===== src/rtl/pc_fetch_unit.sv =====
// Program counter and instruction-fetch stage: issues req/ready fetches and holds one instruction for IF_ID.
// Optional macro PC_MISALIGN_TRAP_EN redirects misaligned branch targets to TRAP_VECTOR and raises a sticky misalignTrap.
module pc_fetch_unit #(
    parameter logic [31:0] RESET_PC    = 32'h0000_0000,
    parameter logic [31:0] TRAP_VECTOR = 32'h0000_0100
) (
    input  logic        clk,
    input  logic        rst,
    input  logic        stall,
    input  logic        branchFlag,
    input  logic [31:0] branchAddr,
    input  logic        imemReady,
    input  logic [31:0] imemData,
    output logic        imemReq,
    output logic [31:0] imemAddr,
    output logic [31:0] instOut,
    output logic [31:0] pcOut,
    output logic        instValid,
    output logic        flushIFID,
    output logic        misalignTrap
);

`ifdef PC_MISALIGN_TRAP_EN
    localparam bit TRAP_EN = 1'b1;
`else
    localparam bit TRAP_EN = 1'b0;
`endif

    typedef enum logic {
        S_FETCH = 1'b0,
        S_KILL  = 1'b1
    } state_t;

    state_t      state_q, state_d;
    logic [31:0] pc_q, pc_d;
    logic [31:0] pend_addr_q, pend_addr_d;
    logic [31:0] inst_q, inst_d;
    logic [31:0] pc_out_q, pc_out_d;
    logic        valid_q, valid_d;
    logic        trap_q, trap_d;

    logic        can_issue;
    logic        branch_take;
    logic        misaligned;
    logic [31:0] target;
    logic        req;
    logic        accept;

    always_comb begin
        can_issue   = !valid_q || !stall;
        branch_take = branchFlag && !stall;
        misaligned  = TRAP_EN && (branchAddr[1:0] != 2'b00);
        target      = misaligned ? TRAP_VECTOR : (branchAddr & ~32'h3);

        // In S_KILL the wrong-path request is already in flight and must stay up.
        if (rst) begin
            req = 1'b0;
        end else if (state_q == S_KILL) begin
            req = 1'b1;
        end else begin
            req = can_issue;
        end
        // Data returned without an open request is never consumed.
        accept = req && imemReady;
    end

    always_comb begin
        state_d     = state_q;
        pc_d        = pc_q;
        pend_addr_d = pend_addr_q;
        inst_d      = inst_q;
        pc_out_d    = pc_out_q;
        valid_d     = valid_q;
        trap_d      = trap_q;

        case (state_q)
            S_FETCH: begin
                if (branch_take) begin
                    valid_d = 1'b0;
                    if (accept || !req) begin
                        pc_d = target;
                    end else begin
                        pend_addr_d = target;
                        state_d     = S_KILL;
                    end
                end else if (accept) begin
                    inst_d   = imemData;
                    pc_out_d = pc_q;
                    valid_d  = 1'b1;
                    pc_d     = pc_q + 32'd4;
                end else if (!stall) begin
                    valid_d = 1'b0;
                end
            end
            S_KILL: begin
                if (branch_take) begin
                    valid_d = 1'b0;
                end
                // A branch arriving with the wrong-path response still wins.
                if (accept) begin
                    pc_d    = branch_take ? target : pend_addr_q;
                    state_d = S_FETCH;
                end else if (branch_take) begin
                    pend_addr_d = target;
                end
            end
            default: begin
                state_d = S_FETCH;
            end
        endcase

        if (branch_take && misaligned) begin
            trap_d = 1'b1;
        end
    end

    always_ff @(posedge clk) begin
        if (rst) begin
            state_q     <= S_FETCH;
            pc_q        <= RESET_PC;
            pend_addr_q <= RESET_PC;
            inst_q      <= 32'h0;
            pc_out_q    <= 32'h0;
            valid_q     <= 1'b0;
            trap_q      <= 1'b0;
        end else begin
            state_q     <= state_d;
            pc_q        <= pc_d;
            pend_addr_q <= pend_addr_d;
            inst_q      <= inst_d;
            pc_out_q    <= pc_out_d;
            valid_q     <= valid_d;
            trap_q      <= trap_d;
        end
    end

    assign imemReq      = req;
    assign imemAddr     = pc_q;
    assign instOut      = inst_q;
    assign pcOut        = pc_out_q;
    assign instValid    = valid_q;
    assign flushIFID    = !rst && branch_take;
    assign misalignTrap = TRAP_EN ? trap_q : 1'b0;

endmodule


===== config.mk =====
export PLATFORM = sky130hd
export DESIGN_NAME = pc_fetch_unit
export DESIGN_NICKNAME = d
export VERILOG_FILES = /design/src/rtl/pc_fetch_unit.sv
export SDC_FILE = /design/constraint.sdc
export NUM_CORES = 1
export LEC_CHECK = 0
export ABC_AREA = 1
export CAP_MARGIN = 0
export CORE_ASPECT_RATIO = 1.1
export CORE_UTILIZATION = 48
export CTS_CLUSTER_SIZE = 24
export DETAILED_ROUTE_END_ITERATION = 12
export GPL_ROUTABILITY_DRIVEN = 1
export PLACE_DENSITY_LB_ADDON = 0.12
export SLEW_MARGIN = 20
export SYNTH_ARGS = -nofsm -noshare
export SYNTH_HDL_FRONTEND = slang
export SYNTH_SLANG_ARGS = --single-unit

===== constraint.sdc =====
create_clock -name clk -period 1.9 [get_ports clk]
set_clock_uncertainty 0.1 [all_clocks]
set_input_delay 0.285 -clock clk [delete_from_list [all_inputs] [get_ports clk]]
set_output_delay 0.285 -clock clk [all_outputs]
set_load 0.01 [all_outputs]

Word level (Yosys, flattened, before mapping):

Cells that the tools add are included.

* reduce and logical (&&, ||, !) cells: 13
* $add $sub $neg: 1
* bitwise logic cells: 2
* eq/ne operators: 8
* muxes and demuxes: 21

Operator list (count)
* two-way mux 32 bit: 8
* case mux 32 bit (2 select lines): 2
* adder 32 x 3 -> 32 bit, second input constant: 1
* two-way mux 1 bit: 9
* AND reduction 3 bit: 3
* inequality test 2 bit, second input constant: 3
* inequality test 3 bit, second input constant: 2
* logical NOT 1 bit: 4
* inequality test 2 x 1 -> 1 bit, second input constant: 2
* inequality test 4 bit, second input constant: 1
* case mux 1 bit (2 select lines): 2
* logical AND 1 bit: 3
* logical OR 1 bit: 2
* inverter 1 bit: 2
* AND reduction 2 bit: 1

* bits of input ports: 69
* register bits: 130
* logic and storage cells: 51

Longest topological paths before layout:

* depth after elaboration: 9
* mapped depth: 10

Worst setup path before layout:

OpenSTA, ideal clock, no wires.

* path type: register to register
* from: register pc_q[3] (netlist: imemAddr[3])
* to: register pc_q[24] (netlist: imemAddr[24])
* data arrival time: 1.513 ns
* clock period less this slack: 1.683 ns
* path buffers: 0
* data required time: 1.730 ns
* stages on the path, launching flop included: 9
* path slack: 0.217 ns
* cells stage by stage: dfxtp_1 ha_1 nand2_1 nor2_2 nand3_1 nor2_1 xor2_1 nand2_1 a21oi_1

* longest elaborated chain between the ends: 4

Ends and longest elaborated chain
* from (decl): line 35 `logic [31:0] pc_q, pc_d;`
* from (signal assigned): line 128 `pc_q <= pc_d;`
* adder 32 x 3 -> 32 bit: line 90 `pc_d = pc_q + 32'd4;`
* two-way mux 32 bit: line 86 `end else if (accept) begin`
* two-way mux 32 bit: line 78 `if (branch_take) begin`
* case mux 32 bit (2 select lines): line 76 `case (state_q)`

Every way passes these cells. The select of a mux whose other input is x is not followed.
A chain may end at the register's enable or synchronous reset.

Worst setup path after layout:

* from: register pc_q[8] (netlist: imemAddr[8])
* to: output port imemAddr[8]

RTL lines
* to (decl): line 15 `output logic [31:0] imemAddr,`

No word-level cell between the ends.

==> metrics.md <==
| Metric | Value |
|---|---|
| Status | completed |
| Setup violators final | 0 |
| Layout-stage area growth over the synthesis result | 44.4% |
| Critical Path Sink Type | output port |
| Ant. Diodes | 0 |
| Leading area contributor after synthesis | dfxtp_1 |
| Via density per instance | 5.13 |
| Sequential standard cell area | ~0.0026 sq mm |
| Final worst-path cycle share | 0.979 |
| Slack of the critical path | 0.0400 ns |
| Data arrival at the endpoint of the critical path | 1.48 ns |
| Antenna violations before repair | 0 |
| Post-CTS repair timing setup buffer count | 0 |
| Maximum VDD drop | 0.705 mV |
| Number of sinks driven by the clock tree | between 100 and 150 |
| CTS tree | built |
| Final hold viol count | 0 |
| Number of synthesized flops with an enable pin | 0 |
| Site Rows | 42 |
| Weighted congestion at the end of routability-driven global placement | slightly below 0.9 |
| Number of standard cells after synthesis | roughly 840 |
| Sum of negative setup slack | 0 ns |
| Number of DRC markers in iteration 0 | 374 |
| Number of distinct library cells after synthesis | 34 |
| Most common cell after layout, fill and taps aside | nor2_1 |
| Total nets after synthesis | approximately 910 |
| Boundary pin count | approximately 170 |
| Chip height | 119 microns |
| Core area | roughly 0.012 sq mm |
| Seq/Total Area, Yosys | 0.436 |
| Wire length reported by the detailed router | approximately 17000 microns |
| Post-detailed-route DRC marker count | 0 |
| Startpoint type of the worst setup path | register |
| Number of buffers inserted for hold repair after clock tree synthesis | 0 |
| Setup slack after placement | -0.244 ns |
| Slew at the pin with the worst max-slew slack | approximately 0.5 ns |
| First-pass GRT wire length | 28100 microns |
| Share of async-settable or async-resettable flops after synthesis | 0 |
| Critical path required time | around 1.5 ns |
| Register bit total from synthesis | 130 |
| Critical Path Fanout Max | 4 |
| Total CTS buffers | 17 |
| Maximum frequency from static timing analysis | approximately 0.54 GHz |
| Combined area of all synthesized cells | between 0.005 and 0.006 sq mm |
| H-tree depth | 4 |
| Largest cells by area after synthesis | dfxtp_1 (44%), nor2_1 (11%), o21ai_0 (9.9%) |
| Vias in the first global route | 5871 |
| Per-cell routed wire length | about 15 microns |
| Placed insts | 1149 |
| Root cell of the clock tree | clkbuf_16 |
| Layout cell share with drive strength beyond 1 | 0.123 |
| Max-slew violation count | 0 |
| Post-route cell area | approximately 0.0086 sq mm |
| Dpl hpwl | approximately 12000 microns |
| DR vias | approximately 6100 |
| Pwr/cell area | ~850 mW/mm^2 |
| Number of port buffers | 165 |
| Classification of the worst-slack hold path | in2reg |
| Warning count from the yosys run | 0 |
| Area fraction of the dominant cell type after synthesis | 0.436 |
| Clk buf depth | 2 |
| CP Class | reg2out |
| Post-DP Area | between 0.007 and 0.008 sq mm |
| Pin count of the biggest net entering global routing | 54 |
| Post-layout minimum cycle time | roughly 1.9 ns |
| Area taken by multi-input logic gates | ~0.0029 sq mm |
| Average footprint of a synthesized cell | 7.11 sq um |
| Number of filler instances in the final layout | roughly 1000 |
| Clock slew seen by the registers of the worst setup and hold paths | around 0.060 ns |
| Overall fraction of global-route tracks in use | 0.280 |
| Number of max-cap violations | 0 |
| Non-filler cells in the finished layout | about 1200 |
| Commonest cells after routing, fill and taps aside | nor2_1 (170), clkdlybuf4s50_1 (159), dfxtp_1 (121) |
| Initial Util | 0.494 |
| X dimension of the die | about 110 microns |
| Routed Antenna Nets | 0 |
| GRT Residual Overflow | 0 |
| Number of iterations in the first detailed-routing pass | 5 |
| Number of nets in the final layout | between 1000 and 1500 |
| Relative slew slack | 0.661 |
| Total leakage power | 3.47 nW |
| Source-to-sink clock delay at the later pin of the worst-skew pair | approximately 0.42 ns |
| Die area | around 0.013 sq mm |
| Most used DFF post-synth | dfxtp_1 |
metrics by stage:
stage	hold slack, ns	power (mW)	util
2_1_floorplan	0.320	3.63	-
6_report	0.0413	7.36	0.713
3_3_place_gp	0.347	4.26	0.661
3_5_place_dp	0.347	4.27	0.661
4_1_cts	0.0364	7.37	0.708
5_1_grt	0.0606	7.63	0.713
cell families after synthesis:
kind of cell | share of synthesized area
other cells | 0.000629
simple gates | 0.234
flops | 0.436
buf+inv | 0.0893
fa+ha+maj | 0.00210
xor+xnor | 0.00881
compound gates | 0.229
state kept, by name (all words and copies together), names as in the netlist:
| name | cells |
|---|---|
| instValid | 1 |
| state_q | 1 |
| pcOut | 32 |
| pend_addr_q | 32 |
| imemAddr | 32 |
| instOut | 32 |
report_power, final:
group	total, mW	switching (mW)	internal (mW)
clock	3.13	1.17	1.96
combinational	1.19	0.596	0.598
sequential	3.03	0.115	2.92
critical path, cell delays in order (launching register included):
cell	delay (ns)
dfxtp_1	0.38
buf_4	0.15
clkdlybuf4s50_1	0.52
cell type report:
cell class                 count  share of cell area
multi-input combinational    578               0.334
sequential                   130               0.303
timing repair buffer         204               0.239
clock buffer                  27              0.0596
inverter                      83              0.0362
tap                          154              0.0224
clock inverter                 4             0.00552
per-layer routing:
layer,global-route usage,part of all wire,vias up
met5,0,0,-
met1,0.325,0.41,2764
met2,0.480,0.49,186
li1,-,-,3078
met4,0.101,0.022,0
met3,0.0881,0.073,25
worst paths after layout:
check | slack [ns] | cells after the start | endpoint | startpoint
max | 0.04 | 2 | imemAddr[8] | imemAddr[8]
min | 0.04 | 2 | state_q | rst
max reg2reg | 0.13 | 10 | imemAddr[17] | imemAddr[3]
min reg2reg | 0.35 | 2 | pend_addr_q[0] | pend_addr_q[0]
synthesized netlist by cell type, types with 2 or more instances:
| library cell | count |
|---|---|
| nor2_1 | 176 |
| dfxtp_1 | 130 |
| nand2_1 | 121 |
| o21ai_0 | 118 |
| inv_1 | 78 |
| a21oi_1 | 51 |
| nand3_1 | 36 |
| a211oi_2 | 28 |
| clkbuf_1 | 23 |
| buf_2 | 19 |
| o21ai_1 | 12 |
| xor2_1 | 6 |
| inv_2 | 5 |
| nand4_1 | 5 |
| o2bb2ai_1 | 4 |
| a211oi_1 | 3 |
| buf_4 | 2 |
| clkbuf_2 | 2 |
| nand2_2 | 2 |
| nor2_2 | 2 |
| nor3_1 | 2 |
| o21bai_1 | 2 |
timing repair:
action,in CTS,in global routing
cloned,0,0
pin swaps,0,1
resized for setup,6,22
endpoints found under the setup margin,5,22
No activity file was read; power rests on OpenSTA's default activity.
